**config.mk**
```make
export PLATFORM = sky130hd
export DESIGN_NAME = run_monitor_flat
export DESIGN_NICKNAME = d
export VERILOG_FILES = /design/src/rtl/run_monitor_if.sv /design/src/rtl/run_monitor.sv /design/src/flat_wrapper.sv
export SDC_FILE = /design/constraint.sdc
export NUM_CORES = 1
export LEC_CHECK = 0
export CORE_UTILIZATION = 47
export CTS_BUF_LIST = sky130_fd_sc_hd__clkbuf_8
export CTS_CLUSTER_DIAMETER = 120
export CTS_CLUSTER_SIZE = 12
export DETAILED_ROUTE_END_ITERATION = 10
export GPL_TIMING_DRIVEN = 0
export HOLD_SLACK_MARGIN = 0.03
export PLACE_DENSITY = 0.87
export REMOVE_ABC_BUFFERS = 1
export SLEW_MARGIN = 40
export SYNTH_ARGS = -nofsm -noshare
export SYNTH_HDL_FRONTEND = slang
export SYNTH_SLANG_ARGS = --single-unit
```
**constraint.sdc**
```tcl
create_clock -name clk -period 7.25 [get_ports clk]
set_clock_uncertainty 0.1 [all_clocks]
set_input_delay 1.0875 -clock clk [delete_from_list [all_inputs] [get_ports clk]]
set_output_delay 1.0875 -clock clk [all_outputs]
set_load 0.005 [all_outputs]
```
**src/rtl/run_monitor_if.sv**
```systemverilog
// Bus bundle between the mipse core side and the run monitor:
// core trace and checkpoint setup in, run status and counters out.
interface run_monitor_if #(
    parameter int unsigned DATA_W = 32,
    parameter int unsigned NCHK   = 2,
    parameter int unsigned CNT_W  = 32,
    parameter int unsigned HIT_W  = 16
);
    logic                     clr;
    logic                     en;
    logic [DATA_W-1:0]        pc;
    logic [DATA_W-1:0]        daddr;
    logic [DATA_W-1:0]        wdata;
    logic                     we;
    logic [NCHK*DATA_W-1:0]   chk_pc;
    logic [NCHK-1:0]          chk_en;

    logic [1:0]               state;
    logic                     done;
    logic                     timeout;
    logic [DATA_W-1:0]        exit_val;
    logic [CNT_W-1:0]         cycles;
    logic [NCHK*HIT_W-1:0]    hits;
    logic [NCHK-1:0]          chk_hit;

    // Driver side: bench, debug port or host.
    modport master (
        output clr, en, pc, daddr, wdata, we, chk_pc, chk_en,
        input  state, done, timeout, exit_val, cycles, hits, chk_hit
    );

    // Monitor side.
    modport slave (
        input  clr, en, pc, daddr, wdata, we, chk_pc, chk_en,
        output state, done, timeout, exit_val, cycles, hits, chk_hit
    );
endinterface

```
**src/rtl/run_monitor.sv**
```systemverilog
// Run supervisor for the mipse core: detects the exit store, counts run cycles,
// counts PC checkpoint hits per channel and stops the run at a cycle limit.
module run_monitor #(
    parameter int unsigned          DATA_W     = 32,
    parameter int unsigned          NCHK       = 2,
    parameter int unsigned          CNT_W      = 32,
    parameter int unsigned          HIT_W      = 16,
    parameter logic [DATA_W-1:0]    EXIT_ADDR  = 32'h7fff,
    parameter longint unsigned      MAX_CYCLES = 100000
) (
    input logic          clk,
    input logic          rst,
    run_monitor_if.slave bus
);

    typedef enum logic [1:0] {
        StIdle = 2'd0,
        StRun  = 2'd1,
        StDone = 2'd2,
        StTout = 2'd3
    } state_e;

    localparam logic [CNT_W-1:0] MaxCnt = CNT_W'(MAX_CYCLES);
    localparam logic [HIT_W-1:0] HitMax = {HIT_W{1'b1}};

    state_e                  state_q, state_d;
    logic                    done_q, done_d;
    logic                    timeout_q, timeout_d;
    logic [DATA_W-1:0]       exit_val_q, exit_val_d;
    logic [CNT_W-1:0]        cycles_q, cycles_d;
    logic [NCHK*HIT_W-1:0]   hits_q, hits_d;
    logic [NCHK-1:0]         chk_hit_q, chk_hit_d;

    // Next state: clear beats the FSM; counting only on RUN cycles with en high.
    always_comb begin
        state_d    = state_q;
        done_d     = done_q;
        timeout_d  = timeout_q;
        exit_val_d = exit_val_q;
        cycles_d   = cycles_q;
        hits_d     = hits_q;
        chk_hit_d  = '0;

        if (bus.clr) begin
            state_d    = StIdle;
            done_d     = 1'b0;
            timeout_d  = 1'b0;
            exit_val_d = '0;
            cycles_d   = '0;
            hits_d     = '0;
        end else begin
            unique case (state_q)
                StIdle: begin
                    if (bus.en) state_d = StRun;
                end
                StRun: begin
                    if (bus.en) begin
                        cycles_d = cycles_q + CNT_W'(1);
                        // Overlapping channels all count; saturate instead of wrapping.
                        for (int i = 0; i < int'(NCHK); i++) begin
                            if (bus.chk_en[i] && bus.pc == bus.chk_pc[i*DATA_W +: DATA_W]) begin
                                chk_hit_d[i] = 1'b1;
                                if (hits_q[i*HIT_W +: HIT_W] != HitMax) begin
                                    hits_d[i*HIT_W +: HIT_W] =
                                        hits_q[i*HIT_W +: HIT_W] + HIT_W'(1);
                                end
                            end
                        end
                        // Exit takes priority over the limit when both land together.
                        if (bus.we && bus.daddr == EXIT_ADDR) begin
                            exit_val_d = bus.wdata;
                            done_d     = 1'b1;
                            state_d    = StDone;
                        end else if (cycles_d == MaxCnt) begin
                            timeout_d = 1'b1;
                            state_d   = StTout;
                        end
                    end
                end
                StDone, StTout: begin
                end
                default: begin
                end
            endcase
        end
    end

    // State and result registers, cleared asynchronously by rst.
    always_ff @(posedge clk or posedge rst) begin
        if (rst) begin
            state_q    <= StIdle;
            done_q     <= 1'b0;
            timeout_q  <= 1'b0;
            exit_val_q <= '0;
            cycles_q   <= '0;
            hits_q     <= '0;
            chk_hit_q  <= '0;
        end else begin
            state_q    <= state_d;
            done_q     <= done_d;
            timeout_q  <= timeout_d;
            exit_val_q <= exit_val_d;
            cycles_q   <= cycles_d;
            hits_q     <= hits_d;
            chk_hit_q  <= chk_hit_d;
        end
    end

    assign bus.state    = state_q;
    assign bus.done     = done_q;
    assign bus.timeout  = timeout_q;
    assign bus.exit_val = exit_val_q;
    assign bus.cycles   = cycles_q;
    assign bus.hits     = hits_q;
    assign bus.chk_hit  = chk_hit_q;

endmodule

```
**src/flat_wrapper.sv**
```systemverilog
// flat-port wrapper written by rule: the top's interface ports become plain ports
module run_monitor_flat 
#(
    parameter int unsigned          DATA_W     = 32,
    parameter int unsigned          NCHK       = 2,
    parameter int unsigned          CNT_W      = 32,
    parameter int unsigned          HIT_W      = 16,
    parameter logic [DATA_W-1:0]    EXIT_ADDR  = 32'h7fff,
    parameter longint unsigned      MAX_CYCLES = 100000
)
  (clk, rst, bus_clr, bus_en, bus_pc, bus_daddr, bus_wdata, bus_we, bus_chk_pc, bus_chk_en, bus_state, bus_done, bus_timeout, bus_exit_val, bus_cycles, bus_hits, bus_chk_hit);
  run_monitor_if #(.DATA_W(DATA_W), .NCHK(NCHK), .CNT_W(CNT_W), .HIT_W(HIT_W)) bus_i ();
  input logic clk;
  input logic rst;
  input wire logic [$bits(bus_i.clr)-1:0] bus_clr;
  input wire logic [$bits(bus_i.en)-1:0] bus_en;
  input wire logic [$bits(bus_i.pc)-1:0] bus_pc;
  input wire logic [$bits(bus_i.daddr)-1:0] bus_daddr;
  input wire logic [$bits(bus_i.wdata)-1:0] bus_wdata;
  input wire logic [$bits(bus_i.we)-1:0] bus_we;
  input wire logic [$bits(bus_i.chk_pc)-1:0] bus_chk_pc;
  input wire logic [$bits(bus_i.chk_en)-1:0] bus_chk_en;
  output wire logic [$bits(bus_i.state)-1:0] bus_state;
  output wire logic [$bits(bus_i.done)-1:0] bus_done;
  output wire logic [$bits(bus_i.timeout)-1:0] bus_timeout;
  output wire logic [$bits(bus_i.exit_val)-1:0] bus_exit_val;
  output wire logic [$bits(bus_i.cycles)-1:0] bus_cycles;
  output wire logic [$bits(bus_i.hits)-1:0] bus_hits;
  output wire logic [$bits(bus_i.chk_hit)-1:0] bus_chk_hit;
  assign bus_i.clr = bus_clr;
  assign bus_i.en = bus_en;
  assign bus_i.pc = bus_pc;
  assign bus_i.daddr = bus_daddr;
  assign bus_i.wdata = bus_wdata;
  assign bus_i.we = bus_we;
  assign bus_i.chk_pc = bus_chk_pc;
  assign bus_i.chk_en = bus_chk_en;
  assign bus_state = bus_i.state;
  assign bus_done = bus_i.done;
  assign bus_timeout = bus_i.timeout;
  assign bus_exit_val = bus_i.exit_val;
  assign bus_cycles = bus_i.cycles;
  assign bus_hits = bus_i.hits;
  assign bus_chk_hit = bus_i.chk_hit;
  run_monitor #(.DATA_W(DATA_W), .NCHK(NCHK), .CNT_W(CNT_W), .HIT_W(HIT_W), .EXIT_ADDR(EXIT_ADDR), .MAX_CYCLES(MAX_CYCLES)) u_core (.clk(clk), .rst(rst), .bus(bus_i));
endmodule
```
## Word level (Yosys, flattened, before mapping)

Cells that the tools add are included.

- Register bits: 102
- Bits in latches: 0
- RAM bits: 0
- Memory bits (read-only): 0
- Bits of input ports: 167
- Output and inout port bits: 102
- Word-level logic and storage cells: 75
- Memories kept: 0

- Add/subtract/negate cells: 3
- Multiply operators: 0
- Div/mod/pow operators: 0
- Order comparisons: 0
- Eq/ne operators: 11
- Shift operators: 0
- Multiplexer cells: 34
- Bitwise operators: 0
- Reductions and logical operators: 19

Operators with widths:

| cell | number |
|---|---|
| two-way mux 32 bit | 10 |
| equality test 32 bit | 2 |
| two-way mux 16 bit | 4 |
| adder 16 x 1 -> 16 bit, second input constant | 2 |
| adder 32 x 1 -> 32 bit, second input constant | 1 |
| equality test 32 x 15 -> 1 bit, second input constant | 1 |
| equality test 32 x 17 -> 1 bit, second input constant | 1 |
| inequality test 16 bit, second input constant | 2 |
| two-way mux 2 bit | 8 |
| AND reduction 4 bit | 4 |
| nonzero test 2 bit | 8 |
| two-way mux 1 bit | 11 |
| inequality test 3 bit, second input constant | 2 |
| inequality test 4 x 2 -> 1 bit, second input constant | 1 |
| one-hot mux 2 bit (2 select lines) | 1 |
| logical AND 1 bit | 3 |
| AND reduction 3 bit | 1 |
| nonzero test 3 bit | 1 |
| equality test 2 x 1 -> 1 bit, second input constant | 1 |
| logical NOT 2 bit | 1 |
| inequality test 2 bit, second input constant | 1 |
| AND reduction 2 bit | 1 |

## Depth between registers and ports, before layout

- Depth in word-level cells: 7
- Gate-level depth with buffers: 9
- Mapped depth without buffers: 8

## Worst setup path after synthesis

No wires, ideal clock.

- Kind: input to register
- Start point: input bus_pc[12]
- End point: register u_core.hits_q[27], in the netlist u_core.bus.hits[27]
- Library setup time: 0.127 ns
- Data arrival time: 3.055 ns
- Required time: 7.023 ns
- Setup slack: 3.968 ns
- Stages on the path: 8
- Path buffers: 1
- Path through: xor2_1 nor4_1 nand4_1 or4_1 clkbuf_2 nor3_4 and4_1 mux2_1

- Word-level cells in the longest chain between the ends: 4

Ends and longest elaborated chain:

| item | line | text |
|---|---|---|
| start, declared | flat_wrapper.sv:17 | `input wire logic [$bits(bus_i.pc)-1:0] bus_pc;` |
| equality test 32 bit | run_monitor.sv:61 | `if (bus.chk_en[i] && bus.pc == bus.chk_pc[i*DATA_W +: DATA_W]) begin` |
| logical AND 1 bit | run_monitor.sv:61 |  |
| nonzero test 2 bit (no line) | - |  |
| AND reduction 4 bit (no line) | - |  |
| end signal, assigned | run_monitor.sv:104 | `hits_q <= hits_d;` |
| end, declared | run_monitor.sv:31 | `logic [NCHK*HIT_W-1:0] hits_q, hits_d;` |

Every way passes these cells.
A chain may end at the register's enable or synchronous reset.

## Final worst setup path

Ends and elaborated chain as after synthesis.

==> summary.txt <==
Logic synthesis
  – Synth cell types: 63
  – Synth area leader: dfrtp_1
  – Most used DFF post-synth: dfrtp_1
  – Post-synth EDFFs: 0
  – Synth Warn #: 0
  – Commonest cells post-synth: 102 x dfrtp_1, 80 x nor2_1, 61 x xor2_1
  – Mapped cell area: 0.006151 mm2
  – Most common cell in the netlist: dfrtp_1
  – Post-Syn Area per Cell: 9.641 um2
  – Cells after synthesis: 638
  – FFs w/ async S/R, synth: 1.000
  – Post-synthesis sequential area ratio: 0.4150
  – Top post-synthesis cells by area: dfrtp_1 41%, xor2_1 8.7%, xnor2_1 8.0%, nor2_1 4.9%, a22o_1 4.7%
  – Flops & latches, synth: 102
  – Top cell type's share of synthesized area: 0.4150

Cells and area
  – Total inserted antenna cells: 0
  – Layout Nets: 1,056
  – # fillers: 956
  – Post-layout util: 0.7220
  – Layout cells sized above 1: 0.04944
  – Seq. cell area: 0.002552 mm2
  – Multi-input gate area: 0.003371 mm2
  – Area growth from synthesis to layout: 48.74%

Detailed routing
  – Initial DRC count: 338
  – Routed Antenna Nets: 0
  – Vias: 5,733
  – Routed length per instance: 16.61 um
  – DRT Pass-1 Iters: 5
  – Final wirelength: 17.64 mm
  – DR DRC count: 0
  – Vias/cell: 5.398

Timing
  – Final setup margin: 3365 ps
  – Worst rel slew slack: 0.5655
  – RSZ-0062 raised after global routing: no
  – Max Clk Rate: 257.4 MHz
  – Final Slew Violations: 0
  – Final period utilization: 0.5359
  – Period minus WS final: 3885 ps
  – Count of final setup violators: 0
  – Setup tns final: 0 ps
  – Hold Vio Cnt, Final: 0
  – Tightest Pin Transition: 650.1 ps

Clock network
  – # clock sinks: 102
  – CTS buffer count: 9
  – Post-CTS resize count: 0
  – Clock tree root driver cell: clkbuf_8
  – Setup bufs post-CTS: 0
  – CTS tree: yes
  – CTS clk-pin slew, worst paths: 100 ps
  – Htree depth: 3
  – Hold buffers post-CTS: 0
  – Worst-skew pair later-pin latency: 380 ps
  – Clock buffer depth: 2

Placed design
  – Pre-CTS setup slack: 2941 ps
  – GPL Wtd Cong: 0.8787
  – Post-DP HPWL: 13.88 mm
  – IO buf count: 268

Hold path
  – Hold Crit Class: flip-flop to flip-flop

GRT
  – Initial antenna violation count: 0
  – GRT Total Usage: 0.2689
  – First-pass GRT wire length: 28.00 mm
  – Number of global-route vias before repair: 5,495
  – Grt ovf: 0
  – Largest net degree at the start of global routing: 67

Die
  – Row count: 41
  – Die Footprint: 0.01355 mm2
  – Initial Utilization: 0.4854
  – Core Region: 0.01267 mm2
  – Die X: 116.4 um
  – DIE HEIGHT: 116.4 um
  – I/O Pins: 269

Power
  – P_leak: 3.583 nW
  – Power Density: 121.0 mW/mm2
  – Clock power share: 0.326
  – Psw: 0.0002925 W
  – Power share of the sequential group: 0.516
  – Pint: 0.0008142 W
  – Switching Fraction: 0.2643
  – Peak VDD IR: 0.00008762 V
  – Logic pwr share: 0.157

Worst setup path
  – CP max FO: 8
  – Setup crit end kind: flip-flop
  – CP Launch Type: input pin
  – CP Data Required Time: 7420 ps
  – Crit path kind: input pin to flip-flop
  – WP data arrival: 4060 ps

Run
  – Max_cap viols: 0

Status
  – Status: complete, no violations
[through the flow]
step | std cells | power (W) | hold slack, ps | area, um2
CTS | 1062 | 0.001121 | 409.2 | 9138
finish | 1062 | 0.001107 | 401.9 | 9149
detailed placement | 1046 | 0.0007579 | 372.7 | 8942
global route | 1062 | 0.001153 | 435.6 | 9149
floorplan | 601 | 0.0006301 | 378.4 | 5926
global placement | 1041 | 0.0007499 | 375.0 | 8823
[placed cells by master, fill, tap and decap left out, drive strengths merged, types with 4 or more instances in the layout]
| cell | count |
|---|---|
| clkdlybuf4s50 | 267 |
| dfrtp | 102 |
| nor2 | 80 |
| xor2 | 61 |
| xnor2 | 56 |
| nand4 | 36 |
| a22o | 33 |
| nand2 | 31 |
| nand3 | 31 |
| nor4 | 22 |
| nor3 | 19 |
| inv | 13 |
| and3 | 12 |
| clkbuf | 9 |
| and4 | 9 |
| or4 | 9 |
| o21ai | 9 |
| a21oi | 8 |
| nor2b | 8 |
| or3 | 7 |
| mux2 | 6 |
| buf | 6 |
| o211ai | 5 |
| nor3b | 5 |
| ha | 4 |
[power groups by stage]
| stage | sequential, W | clock, W | combinational [W] |
|---|---|---|---|
| floorplan | 0.000582 | 0 | 0.0000479 |
| detailed placement | 0.000582 | 0 | 0.000176 |
| global route | 0.000572 | 0.000393 | 0.000189 |
| CTS | 0.000571 | 0.000374 | 0.000176 |
| global placement | 0.000582 | 0 | 0.000168 |
| finish | 0.000571 | 0.000361 | 0.000174 |
[cell type report]
cell class	instances	area share
well taps	172	0.02352
repair buffers	273	0.3036
multi-input cells	491	0.3684
clock inverters	7	0.007795
flip-flops and latches	102	0.2790
clock buffers	9	0.01354
inverters	8	0.004103
[critical path, stage by stage]
cell	delay [ps]
clkdlybuf4s50_1	460
xor2_1	180
nor4_1	420
nand4_1	200
or4_1	780
nor3_4	360
and4_1	240
mux2_1	320
[metal layers]
metal	routed length, um	vias to the layer above	track usage
met5	0	-	0
met4	251	0	0.06667
met3	1155	23	0.06746
met2	8769	185	0.4501
met1	7464	2722	0.3478
li1	-	2803	-
[logic make-up (layout without fill, tap and decap cells)]
family / count (synthesis) / in the layout / synth area share
multiplexers: 9 / 9 / 0.01587
AO/OA/AOI/OAI: 81 / 81 / 0.1033
flip-flops: 102 / 102 / 0.4150
XOR/XNOR: 117 / 117 / 0.1666
adder cells (fa/ha/maj): 4 / 4 / 0.008137
buffers and inverters: 45 / 297 / 0.04150
AND/OR/NAND/NOR: 280 / 280 / 0.2496
[state kept, by name (all words and copies together) (netlist names)]
name                 flops
u_core.bus.hits         32
u_core.bus.timeout       1
u_core.bus.state         2
u_core.bus.exit_val     32
u_core.bus.cycles       32
u_core.bus.chk_hit       2
u_core.bus.done          1
[worst paths after layout]
path,slack (ps),to,cells after the start,startpoint
setup / recovery,3360,u_core.bus.hits[27]$_DFFE_PP0P_,8,bus_pc[12]
hold / removal,400,u_core.bus.timeout$_DFFE_PP0P_,1,u_core.bus.timeout$_DFFE_PP0P_
setup reg to reg,4210,u_core.bus.hits[27]$_DFFE_PP0P_,7,u_core.bus.state[0]$_DFFE_PP0P_
hold reg to reg,400,u_core.bus.timeout$_DFFE_PP0P_,1,u_core.bus.timeout$_DFFE_PP0P_
max in group asynchronous,5500,u_core.bus.cycles[10]$_DFFE_PP0P_,3,rst
min in group asynchronous,960,u_core.bus.hits[19]$_DFFE_PP0P_,2,rst
Note: power is estimated with default switching activity, not from simulation.
